`src/rtl/usb3_rx_descram_gen_if.sv`:
```
// Symbol-word bus between PIPE RX, the conditioner and the link-layer framer.
//   valid : word carries symbols this cycle
//   datak : K flag per symbol lane (lane 0 earliest)
//   data  : 8 bits per symbol lane (lane 0 in bits [7:0])
// master drives the word, slave receives it.
interface usb3_rx_descram_gen_if #(
  parameter int unsigned SYMS = 4
) ();

  logic              valid;
  logic [SYMS-1:0]   datak;
  logic [8*SYMS-1:0] data;

  modport master (output valid, output datak, output data);
  modport slave  (input  valid, input  datak, input  data);

endinterface

```
`src/rtl/usb3_rx_descram_gen.sv`:
```
// USB 3.0 RX symbol conditioner: removes SKP symbols, repacks survivors into full
// SYMS-wide words and descrambles data symbols with a per-symbol LFSR reseeded on COM.
//   local_clk : symbol-word clock
//   reset_n   : asynchronous active-low reset
//   enable    : 1 = descramble data symbols, 0 = pass through with LFSR held
//   cnt_clr   : synchronous clear of skp_cnt/com_cnt (wins over increment)
//   in_bus    : raw PIPE RX word (slave)
//   out_bus   : aligned, descrambled word (master); data/datak are 0 when not valid
//   skp_cnt   : saturating count of SKP symbols removed
//   com_cnt   : saturating count of COM symbols passed to the output
module usb3_rx_descram_gen #(
  parameter int unsigned SYMS      = 4,
  parameter logic [7:0]  SKP_SYM   = 8'h3C,
  parameter logic [7:0]  COM_SYM   = 8'hBC,
  parameter logic [15:0] LFSR_SEED = 16'hFFFF,
  parameter int unsigned CNT_W     = 16
) (
  input  logic                  local_clk,
  input  logic                  reset_n,
  input  logic                  enable,
  input  logic                  cnt_clr,
  usb3_rx_descram_gen_if.slave  in_bus,
  usb3_rx_descram_gen_if.master out_bus,
  output logic [CNT_W-1:0]      skp_cnt,
  output logic [CNT_W-1:0]      com_cnt
);

  localparam int unsigned W   = 8 * SYMS;
  localparam int unsigned FD  = 2 * SYMS - 1;
  localparam int unsigned DW  = $clog2(2 * SYMS);
  localparam int unsigned CW1 = CNT_W + 1;

  // One shift of the Galois LFSR G(x) = x^16 + x^5 + x^4 + x^3 + 1.
  function automatic logic [15:0] lfsr_step(input logic [15:0] l);
    return {l[14:0], 1'b0} ^ (l[15] ? 16'h0039 : 16'h0000);
  endfunction

  // Scramble byte: bit b is the LFSR msb after b shifts.
  function automatic logic [7:0] lfsr_key(input logic [15:0] l);
    logic [15:0] t;
    logic [7:0]  k;
    t = l;
    k = '0;
    for (int b = 0; b < 8; b++) begin
      k[b] = t[15];
      t    = lfsr_step(t);
    end
    return k;
  endfunction

  function automatic logic [15:0] lfsr_adv8(input logic [15:0] l);
    logic [15:0] t;
    t = l;
    for (int b = 0; b < 8; b++) t = lfsr_step(t);
    return t;
  endfunction

  function automatic logic [CNT_W-1:0] sat_add(input logic [CNT_W-1:0] a,
                                               input logic [DW-1:0]    b);
    logic [CW1-1:0] s;
    s = {1'b0, a} + CW1'(b);
    return s[CNT_W] ? '1 : s[CNT_W-1:0];
  endfunction

  logic [W-1:0]    s1_data;
  logic [SYMS-1:0] s1_datak;
  logic [DW-1:0]   s1_n;
  logic [8*FD-1:0] fifo_data;
  logic [FD-1:0]   fifo_k;
  logic [DW-1:0]   depth;
  logic [15:0]     lfsr_q;

  logic [W-1:0]    c1_data;
  logic [SYMS-1:0] c1_datak;
  logic [DW-1:0]   c1_n;
  logic [DW-1:0]   c1_skp;

  // Stage 1: drop SKP lanes anywhere in the word and pack survivors toward lane 0.
  always_comb begin
    int unsigned k;
    int unsigned s;
    k        = 0;
    s        = 0;
    c1_data  = '0;
    c1_datak = '0;
    for (int unsigned i = 0; i < SYMS; i++) begin
      if (in_bus.valid) begin
        if (in_bus.datak[i] && (in_bus.data[8*i +: 8] == SKP_SYM)) begin
          s = s + 1;
        end else begin
          c1_data[8*k +: 8] = in_bus.data[8*i +: 8];
          c1_datak[k]       = in_bus.datak[i];
          k = k + 1;
        end
      end
    end
    c1_n   = DW'(k);
    c1_skp = DW'(s);
  end

  logic            pop;
  logic [8*FD-1:0] nxt_data;
  logic [FD-1:0]   nxt_k;
  logic [DW-1:0]   nxt_depth;

  // Stage 2: pop a full word if one was already held, then append this cycle's symbols.
  always_comb begin
    int unsigned base;
    int unsigned n;
    pop      = (depth >= DW'(SYMS));
    nxt_data = pop ? (fifo_data >> W) : fifo_data;
    nxt_k    = pop ? (fifo_k >> SYMS) : fifo_k;
    base     = 32'(depth);
    if (pop) base = base - SYMS;
    n        = 32'(s1_n);
    for (int unsigned i = 0; i < SYMS; i++) begin
      if ((i < n) && ((base + i) < FD)) begin
        nxt_data[8*(base+i) +: 8] = s1_data[8*i +: 8];
        nxt_k[base+i]             = s1_datak[i];
      end
    end
    nxt_depth = DW'(base + n);
  end

  logic [W-1:0]    c3_data;
  logic [SYMS-1:0] c3_datak;
  logic [15:0]     c3_lfsr;
  logic [DW-1:0]   c3_com;

  // Stage 3: descramble the popped word lane by lane; a COM reseeds for the lanes after it.
  always_comb begin
    logic [15:0] l;
    logic [7:0]  d;
    int unsigned coms;
    l        = lfsr_q;
    d        = '0;
    coms     = 0;
    c3_data  = '0;
    c3_datak = fifo_k[SYMS-1:0];
    for (int unsigned i = 0; i < SYMS; i++) begin
      d = fifo_data[8*i +: 8];
      if (fifo_k[i] && (d == COM_SYM)) begin
        c3_data[8*i +: 8] = d;
        l    = LFSR_SEED;
        coms = coms + 1;
      end else if (fifo_k[i]) begin
        c3_data[8*i +: 8] = d;
        if (enable) l = lfsr_adv8(l);
      end else if (enable) begin
        c3_data[8*i +: 8] = d ^ lfsr_key(l);
        l = lfsr_adv8(l);
      end else begin
        c3_data[8*i +: 8] = d;
      end
    end
    c3_lfsr = l;
    c3_com  = DW'(coms);
  end

  // Pipeline, accumulator, LFSR and statistics registers.
  always_ff @(posedge local_clk or negedge reset_n) begin
    if (!reset_n) begin
      s1_data       <= '0;
      s1_datak      <= '0;
      s1_n          <= '0;
      fifo_data     <= '0;
      fifo_k        <= '0;
      depth         <= '0;
      lfsr_q        <= LFSR_SEED;
      out_bus.valid <= 1'b0;
      out_bus.data  <= '0;
      out_bus.datak <= '0;
      skp_cnt       <= '0;
      com_cnt       <= '0;
    end else begin
      s1_data       <= c1_data;
      s1_datak      <= c1_datak;
      s1_n          <= c1_n;
      fifo_data     <= nxt_data;
      fifo_k        <= nxt_k;
      depth         <= nxt_depth;
      out_bus.valid <= pop;
      out_bus.data  <= pop ? c3_data  : '0;
      out_bus.datak <= pop ? c3_datak : '0;
      if (pop) lfsr_q <= c3_lfsr;
      if (cnt_clr) skp_cnt <= '0;
      else         skp_cnt <= sat_add(skp_cnt, c1_skp);
      if (cnt_clr)  com_cnt <= '0;
      else if (pop) com_cnt <= sat_add(com_cnt, c3_com);
    end
  end

endmodule

```
`src/flat_wrapper.sv`:
```
// flat-port wrapper written by rule: the top's interface ports become plain ports
module usb3_rx_descram_gen_flat 
#(
  parameter int unsigned SYMS      = 4,
  parameter logic [7:0]  SKP_SYM   = 8'h3C,
  parameter logic [7:0]  COM_SYM   = 8'hBC,
  parameter logic [15:0] LFSR_SEED = 16'hFFFF,
  parameter int unsigned CNT_W     = 16
)
  (local_clk, reset_n, enable, cnt_clr, skp_cnt, com_cnt, in_bus_valid, in_bus_datak, in_bus_data, out_bus_valid, out_bus_datak, out_bus_data);
  usb3_rx_descram_gen_if #(.SYMS(SYMS)) in_bus_i ();
  usb3_rx_descram_gen_if #(.SYMS(SYMS)) out_bus_i ();
  input  logic local_clk;
  input  logic reset_n;
  input  logic enable;
  input  logic cnt_clr;
  output logic [CNT_W-1:0] skp_cnt;
  output logic [CNT_W-1:0] com_cnt;
  input wire logic [$bits(in_bus_i.valid)-1:0] in_bus_valid;
  input wire logic [$bits(in_bus_i.datak)-1:0] in_bus_datak;
  input wire logic [$bits(in_bus_i.data)-1:0] in_bus_data;
  output wire logic [$bits(out_bus_i.valid)-1:0] out_bus_valid;
  output wire logic [$bits(out_bus_i.datak)-1:0] out_bus_datak;
  output wire logic [$bits(out_bus_i.data)-1:0] out_bus_data;
  assign in_bus_i.valid = in_bus_valid;
  assign in_bus_i.datak = in_bus_datak;
  assign in_bus_i.data = in_bus_data;
  assign out_bus_valid = out_bus_i.valid;
  assign out_bus_datak = out_bus_i.datak;
  assign out_bus_data = out_bus_i.data;
  usb3_rx_descram_gen #(.SYMS(SYMS), .SKP_SYM(SKP_SYM), .COM_SYM(COM_SYM), .LFSR_SEED(LFSR_SEED), .CNT_W(CNT_W)) u_core (.local_clk(local_clk), .reset_n(reset_n), .enable(enable), .cnt_clr(cnt_clr), .in_bus(in_bus_i), .out_bus(out_bus_i), .skp_cnt(skp_cnt), .com_cnt(com_cnt));
endmodule
```
`config.mk`:
```
export PLATFORM = sky130hd
export DESIGN_NAME = usb3_rx_descram_gen_flat
export DESIGN_NICKNAME = d
export VERILOG_FILES = /design/src/rtl/usb3_rx_descram_gen_if.sv /design/src/rtl/usb3_rx_descram_gen.sv /design/src/flat_wrapper.sv
export SDC_FILE = /design/constraint.sdc
export NUM_CORES = 1
export LEC_CHECK = 0
export BUFFER_PORTS_ARGS = -buffer_cell sky130_fd_sc_hd__buf_2
export CAP_MARGIN = 40
export CORE_UTILIZATION = 50
export CTS_CLUSTER_DIAMETER = 100
export DETAILED_ROUTE_END_ITERATION = 10
export PLACE_DENSITY = 0.7
export SLEW_MARGIN = 20
export SYNTH_ARGS = -nofsm -noshare
export SYNTH_HDL_FRONTEND = slang
export SYNTH_SLANG_ARGS = --single-unit
```
`constraint.sdc`:
```
create_clock -name local_clk -period 4.4 [get_ports local_clk]
set_input_delay 0.44 -clock local_clk [delete_from_list [all_inputs] [get_ports local_clk]]
set_output_delay 0.44 -clock local_clk [all_outputs]
set_load 0.02 [all_outputs]
```
==> report_table.html <==
<table>
<tr><th>Metric</th><th>Value</th></tr>
<tr><th colspan="2">Status</th></tr>
<tr><td>Run status</td><td>finished, violations left</td></tr>
<tr><td>Failing checks</td><td>slew limit</td></tr>
<tr><th colspan="2">STA</th></tr>
<tr><td>Largest clock skew in the final design</td><td>0.01971 ns</td></tr>
<tr><td>Hold Fails Final Rpt</td><td>0</td></tr>
<tr><td>Setup Viol. Count Final</td><td>0</td></tr>
<tr><td>Final setup TNS</td><td>0 ns</td></tr>
<tr><td>Post-route clock period utilization</td><td>93.85%</td></tr>
<tr><td>Period minus WS final</td><td>4.129 ns</td></tr>
<tr><td>Count of pins over their slew limit</td><td>17</td></tr>
<tr><td>RSZ-0062 raised after global routing</td><td>false</td></tr>
<tr><td>Fmax</td><td>242.2 MHz</td></tr>
<tr><td>Pin slew with the least headroom to its limit</td><td>1.717 ns</td></tr>
<tr><td>Worst hold margin</td><td>0.2780 ns</td></tr>
<tr><td>Slew margin rel.</td><td>-15.36%</td></tr>
<tr><th colspan="2">Synthesis</th></tr>
<tr><td>Number of flops mapped to enable cells by yosys</td><td>0</td></tr>
<tr><td>Area leader, netlist</td><td>dfrtp_1</td></tr>
<tr><td>Area of the mapped netlist</td><td>0.01411 sq mm</td></tr>
<tr><td>Synth Warn #</td><td>0</td></tr>
<tr><td>Largest cells by area after synthesis</td><td>dfrtp_1 31%, nor2_1 5.4%, ha_1 5.1%, nand2_1 4.3%, xnor2_1 3.8%</td></tr>
<tr><td>Avg Inst Size Synth</td><td>8.563 sq um</td></tr>
<tr><td>Async S/R FF share, synth</td><td>100.0%</td></tr>
<tr><td>Mapped Cells</td><td>1648</td></tr>
<tr><td>Synth top area share</td><td>30.86%</td></tr>
<tr><td>Sequential fraction of the synthesis area</td><td>33.84%</td></tr>
<tr><td>Seq cells post-synth</td><td>190</td></tr>
<tr><td>Count of unique library cells instantiated by Yosys</td><td>88</td></tr>
<tr><td>Most common flop cell mapped by yosys</td><td>dfrtp_1</td></tr>
<tr><th colspan="2">Critical path</th></tr>
<tr><td>Buffers &amp; Inverters on Critical Path</td><td>2</td></tr>
<tr><td>Worst stage delay on the critical path</td><td>0.55 ns</td></tr>
<tr><td>Class of the most critical setup path</td><td>flip-flop to flip-flop</td></tr>
<tr><td>Worst EP arrival</td><td>4.48 ns</td></tr>
<tr><td>Worst path cell trace</td><td>or2_1 -&gt; or4_1 -&gt; buf_4 -&gt; clkinv_4 -&gt; ha_1 -&gt; nand2_1 -&gt; o21ai_0 -&gt; ha_1 -&gt; nand2_1 -&gt; xor2_1 -&gt; ha_1 -&gt; a21o_1 -&gt; nand2_1 -&gt; or2_2 -&gt; or3_4 -&gt; a21oi_1 -&gt; nor2_1 -&gt; a311oi_1</td></tr>
<tr><td>Type of destination of the critical path</td><td>flip-flop</td></tr>
<tr><td>Cell class contributing the biggest share of worst-path delay</td><td>simple AND/OR/NAND/NOR gates</td></tr>
<tr><td>Cell with the biggest individual delay on the critical path</td><td>or4_1</td></tr>
<tr><td>Top fanout value on the critical path</td><td>14</td></tr>
<tr><td>Data required, critical path</td><td>4.75 ns</td></tr>
<tr><td>Crit start category</td><td>flip-flop</td></tr>
<tr><th colspan="2">Finish</th></tr>
<tr><td>Fin util</td><td>57.14%</td></tr>
<tr><td>Fraction of layout cells with a size suffix above 1</td><td>15.31%</td></tr>
<tr><td>Net count, final</td><td>1855</td></tr>
<tr><td>Antenna diodes</td><td>0</td></tr>
<tr><td>Post-route insts no fill</td><td>2141</td></tr>
<tr><td>Area grow syn2layout</td><td>12.49%</td></tr>
<tr><th colspan="2">Floorplanning</th></tr>
<tr><td>Total die area</td><td>0.02890 sq mm</td></tr>
<tr><td>Standard-cell rows</td><td>61</td></tr>
<tr><td>Die height</td><td>170.0 um</td></tr>
<tr><td>I/O Pins</td><td>110</td></tr>
<tr><td>Core Box Area</td><td>0.02778 sq mm</td></tr>
<tr><td>Die X-Extent</td><td>170.0 um</td></tr>
<tr><td>Starting density of the core</td><td>50.79%</td></tr>
<tr><th colspan="2">Route</th></tr>
<tr><td>Vias per cell</td><td>6.218</td></tr>
<tr><td>Routed wire per std cell</td><td>21.67 um</td></tr>
<tr><td>DRC errors left</td><td>0</td></tr>
<tr><td>First-pass iteration count of the detailed router</td><td>8</td></tr>
<tr><td>Overall via count from detail_route</td><td>13310</td></tr>
<tr><td>Remaining antenna violation count</td><td>0</td></tr>
<tr><td>Wire length reported by the detailed router</td><td>46.41 mm</td></tr>
<tr><td>Initial DRC Count</td><td>1606</td></tr>
<tr><th colspan="2">Global routing</th></tr>
<tr><td>Global-route congestion overflow total</td><td>0</td></tr>
<tr><td>Number of global-route vias before repair</td><td>12620</td></tr>
<tr><td>Pin count of the biggest net entering global routing</td><td>107</td></tr>
<tr><td>First-pass GRT wire length</td><td>72.28 mm</td></tr>
<tr><td>Total global-route track usage</td><td>32.71%</td></tr>
<tr><td>Antenna violations before repair</td><td>0</td></tr>
<tr><th colspan="2">Clock network</th></tr>
<tr><td>Source-to-sink clock delay at the later pin of the worst-skew pair</td><td>0.46 ns</td></tr>
<tr><td>Number of buffers on the longest clock path</td><td>2</td></tr>
<tr><td>CTS H-tree depth</td><td>4</td></tr>
<tr><td>Root buffer selected by CTS</td><td>clkbuf_16</td></tr>
<tr><td>TritonCTS clock tree</td><td>yes</td></tr>
<tr><td>Num Clock Sinks</td><td>190</td></tr>
<tr><td>Clock buffer count from CTS</td><td>17</td></tr>
<tr><td>Reg clk slew, reported paths</td><td>0.09 ns</td></tr>
<tr><th colspan="2">Place</th></tr>
<tr><td>Half-perimeter wire length after placement</td><td>33.37 mm</td></tr>
<tr><td>Number of I/O port buffers</td><td>109</td></tr>
<tr><td>Final estimated routing congestion in global placement</td><td>1.038</td></tr>
<tr><td># placed instances</td><td>2105</td></tr>
<tr><th colspan="2">Power</th></tr>
<tr><td>Worst-case vdd ir drop</td><td>0.4354 mV</td></tr>
<tr><td>Power per unit of standard cell area</td><td>645.5 mW/mm^2</td></tr>
<tr><td>Leakage power summed over all cells</td><td>7.091 nW</td></tr>
<tr><td>Post-route total power</td><td>10.25 mW</td></tr>
<tr><th colspan="2">Run</th></tr>
<tr><td>Max Cap Violations</td><td>0</td></tr>
<tr><th colspan="2">Hold path</th></tr>
<tr><td>Worst Hold Class</td><td>input pin to flip-flop</td></tr>
</table>
## cells in the final DEF (no fill, tap or decap), drive strengths merged, types with 11 or more instances in the layout
cell type / netlist / final
a211oi: 21 / 21
a21oi: 108 / 108
a22oi: 36 / 36
a31oi: 65 / 65
a32oi: 24 / 24
and2: 26 / 26
and3: 14 / 14
buf: 22 / 173
clkbuf: 93 / 19
conb: 2 / 26
dfrtp: 174 / 174
dfstp: 16 / 16
ha: 57 / 57
inv: 32 / 39
mux2i: 43 / 43
nand2: 162 / 162
nand2b: 15 / 15
nand3: 62 / 62
nand4: 25 / 25
nor2: 202 / 202
nor3: 44 / 44
o211ai: 15 / 15
o21ai: 86 / 86
o22ai: 38 / 38
o31ai: 11 / 11
or3: 12 / 12
xnor2: 66 / 66
xnor3: 12 / 12
xor2: 49 / 49
## layer usage
layer  vias to the layer above  global-route usage [%]  routed length (um)
li1                       6123                       -                   -
met1                      6335                   44.55               19350
met3                       142                   6.163                4298
met2                       712                   50.07               20720
met4                         0                   15.43                2034
met5                         -                       0                   0
## report_power, final
group	total [mW]	internal (mW)	switching, mW
Sequential	2.51	2.06	0.448
Clock	1.73	0.946	0.783
Combinational	6.01	2.57	3.43
## path summary, 6_finish.rpt
| path | depth (start not counted) | startpoint | to | slack (ns) |
|---|---|---|---|---|
| setup / recovery | 18 | u_core.fifo_data[1] | u_core.com_cnt[3] | 0.27 |
| setup reg to reg | 18 | u_core.fifo_data[1] | u_core.com_cnt[3] | 0.27 |
| min in group asynchronous | 2 | reset_n | u_core.out_bus.datak[1] | 0.41 |
| max in group asynchronous | 3 | reset_n | u_core.lfsr_q[5] | 3.28 |
| hold reg to reg | 2 | u_core.lfsr_q[0] | u_core.lfsr_q[0] | 0.53 |
| hold / removal | 3 | in_bus_data[29] | u_core.s1_data[13] | 0.28 |
## cell type report
type / count / area [sq um]
fillers: 2591 / 11910
multi-input cells: 1332 / 8752
flip-flops and latches: 190 / 4776
repair buffers: 175 / 1082
well taps: 378 / 473.0
clock buffers: 18 / 439.2
clock inverters: 14 / 219.0
inverters: 34 / 132.6
## kinds of logic after synthesis
logic type,count (synthesis),share of synthesized area [%]
flops,190,33.84
other cells,2,0.05322
xor+xnor,128,9.913
fa+ha+maj,64,6.047
compound gates,448,20.54
mux,53,3.937
buf+inv,150,5.027
simple gates,613,20.64
## per-stage QoR
step | setup WS (ns) | instance area, sq um
after floorplan | 0.03846 | 14210
after global placement | -0.03049 | 15150
after detailed placement | -0.08675 | 15150
after CTS | 0.07425 | 15810
after global routing | 0.01423 | 15870
final | 0.2708 | 15870
## sequential cells by signal, summed over array words and instances (netlist names)
| signal | flops |
|---|---|
| u_core.lfsr_q | 16 |
| u_core.skp_cnt | 16 |
| u_core.s1_datak | 4 |
| u_core.depth | 3 |
| u_core.out_bus.data | 32 |
| u_core.s1_n | 3 |
| u_core.out_bus.valid | 1 |
| u_core.fifo_data | 56 |
| u_core.out_bus.datak | 4 |
| u_core.com_cnt | 16 |
| u_core.s1_data | 32 |
| u_core.fifo_k | 7 |
## what timing repair did
item                       4_1_cts  5_1_grt
setup buffers                    0        0
hold endpoints to repair         0       14
setup endpoints to repair        0        7
hold buffers                     0        1
resized for setup                0        4
## cell usage after synthesis (16+ instances only)
library cell  count
nor2_1          202
dfrtp_1         174
nand2_1         162
a21oi_1         106
clkbuf_1         87
o21ai_0          84
a31oi_1          64
nand3_1          62
xnor2_1          61
ha_1             57
xor2_1           44
nor3_1           43
mux2i_1          42
a22oi_1          36
o22ai_1          36
inv_1            32
and2_1           26
nand4_1          25
a32oi_1          24
a211oi_1         20
dfstp_2          16
## worst reg2reg max path, delay by kind of cell (launching register included)
kind            cells  cell delay (ns)
simple gates        8             1.83
fa+ha+maj           3             0.67
compound gates      4             0.66
flops               1             0.41
buf+inv             2             0.30
xor+xnor            1             0.17
Note: power is estimated with default switching activity, not from simulation.
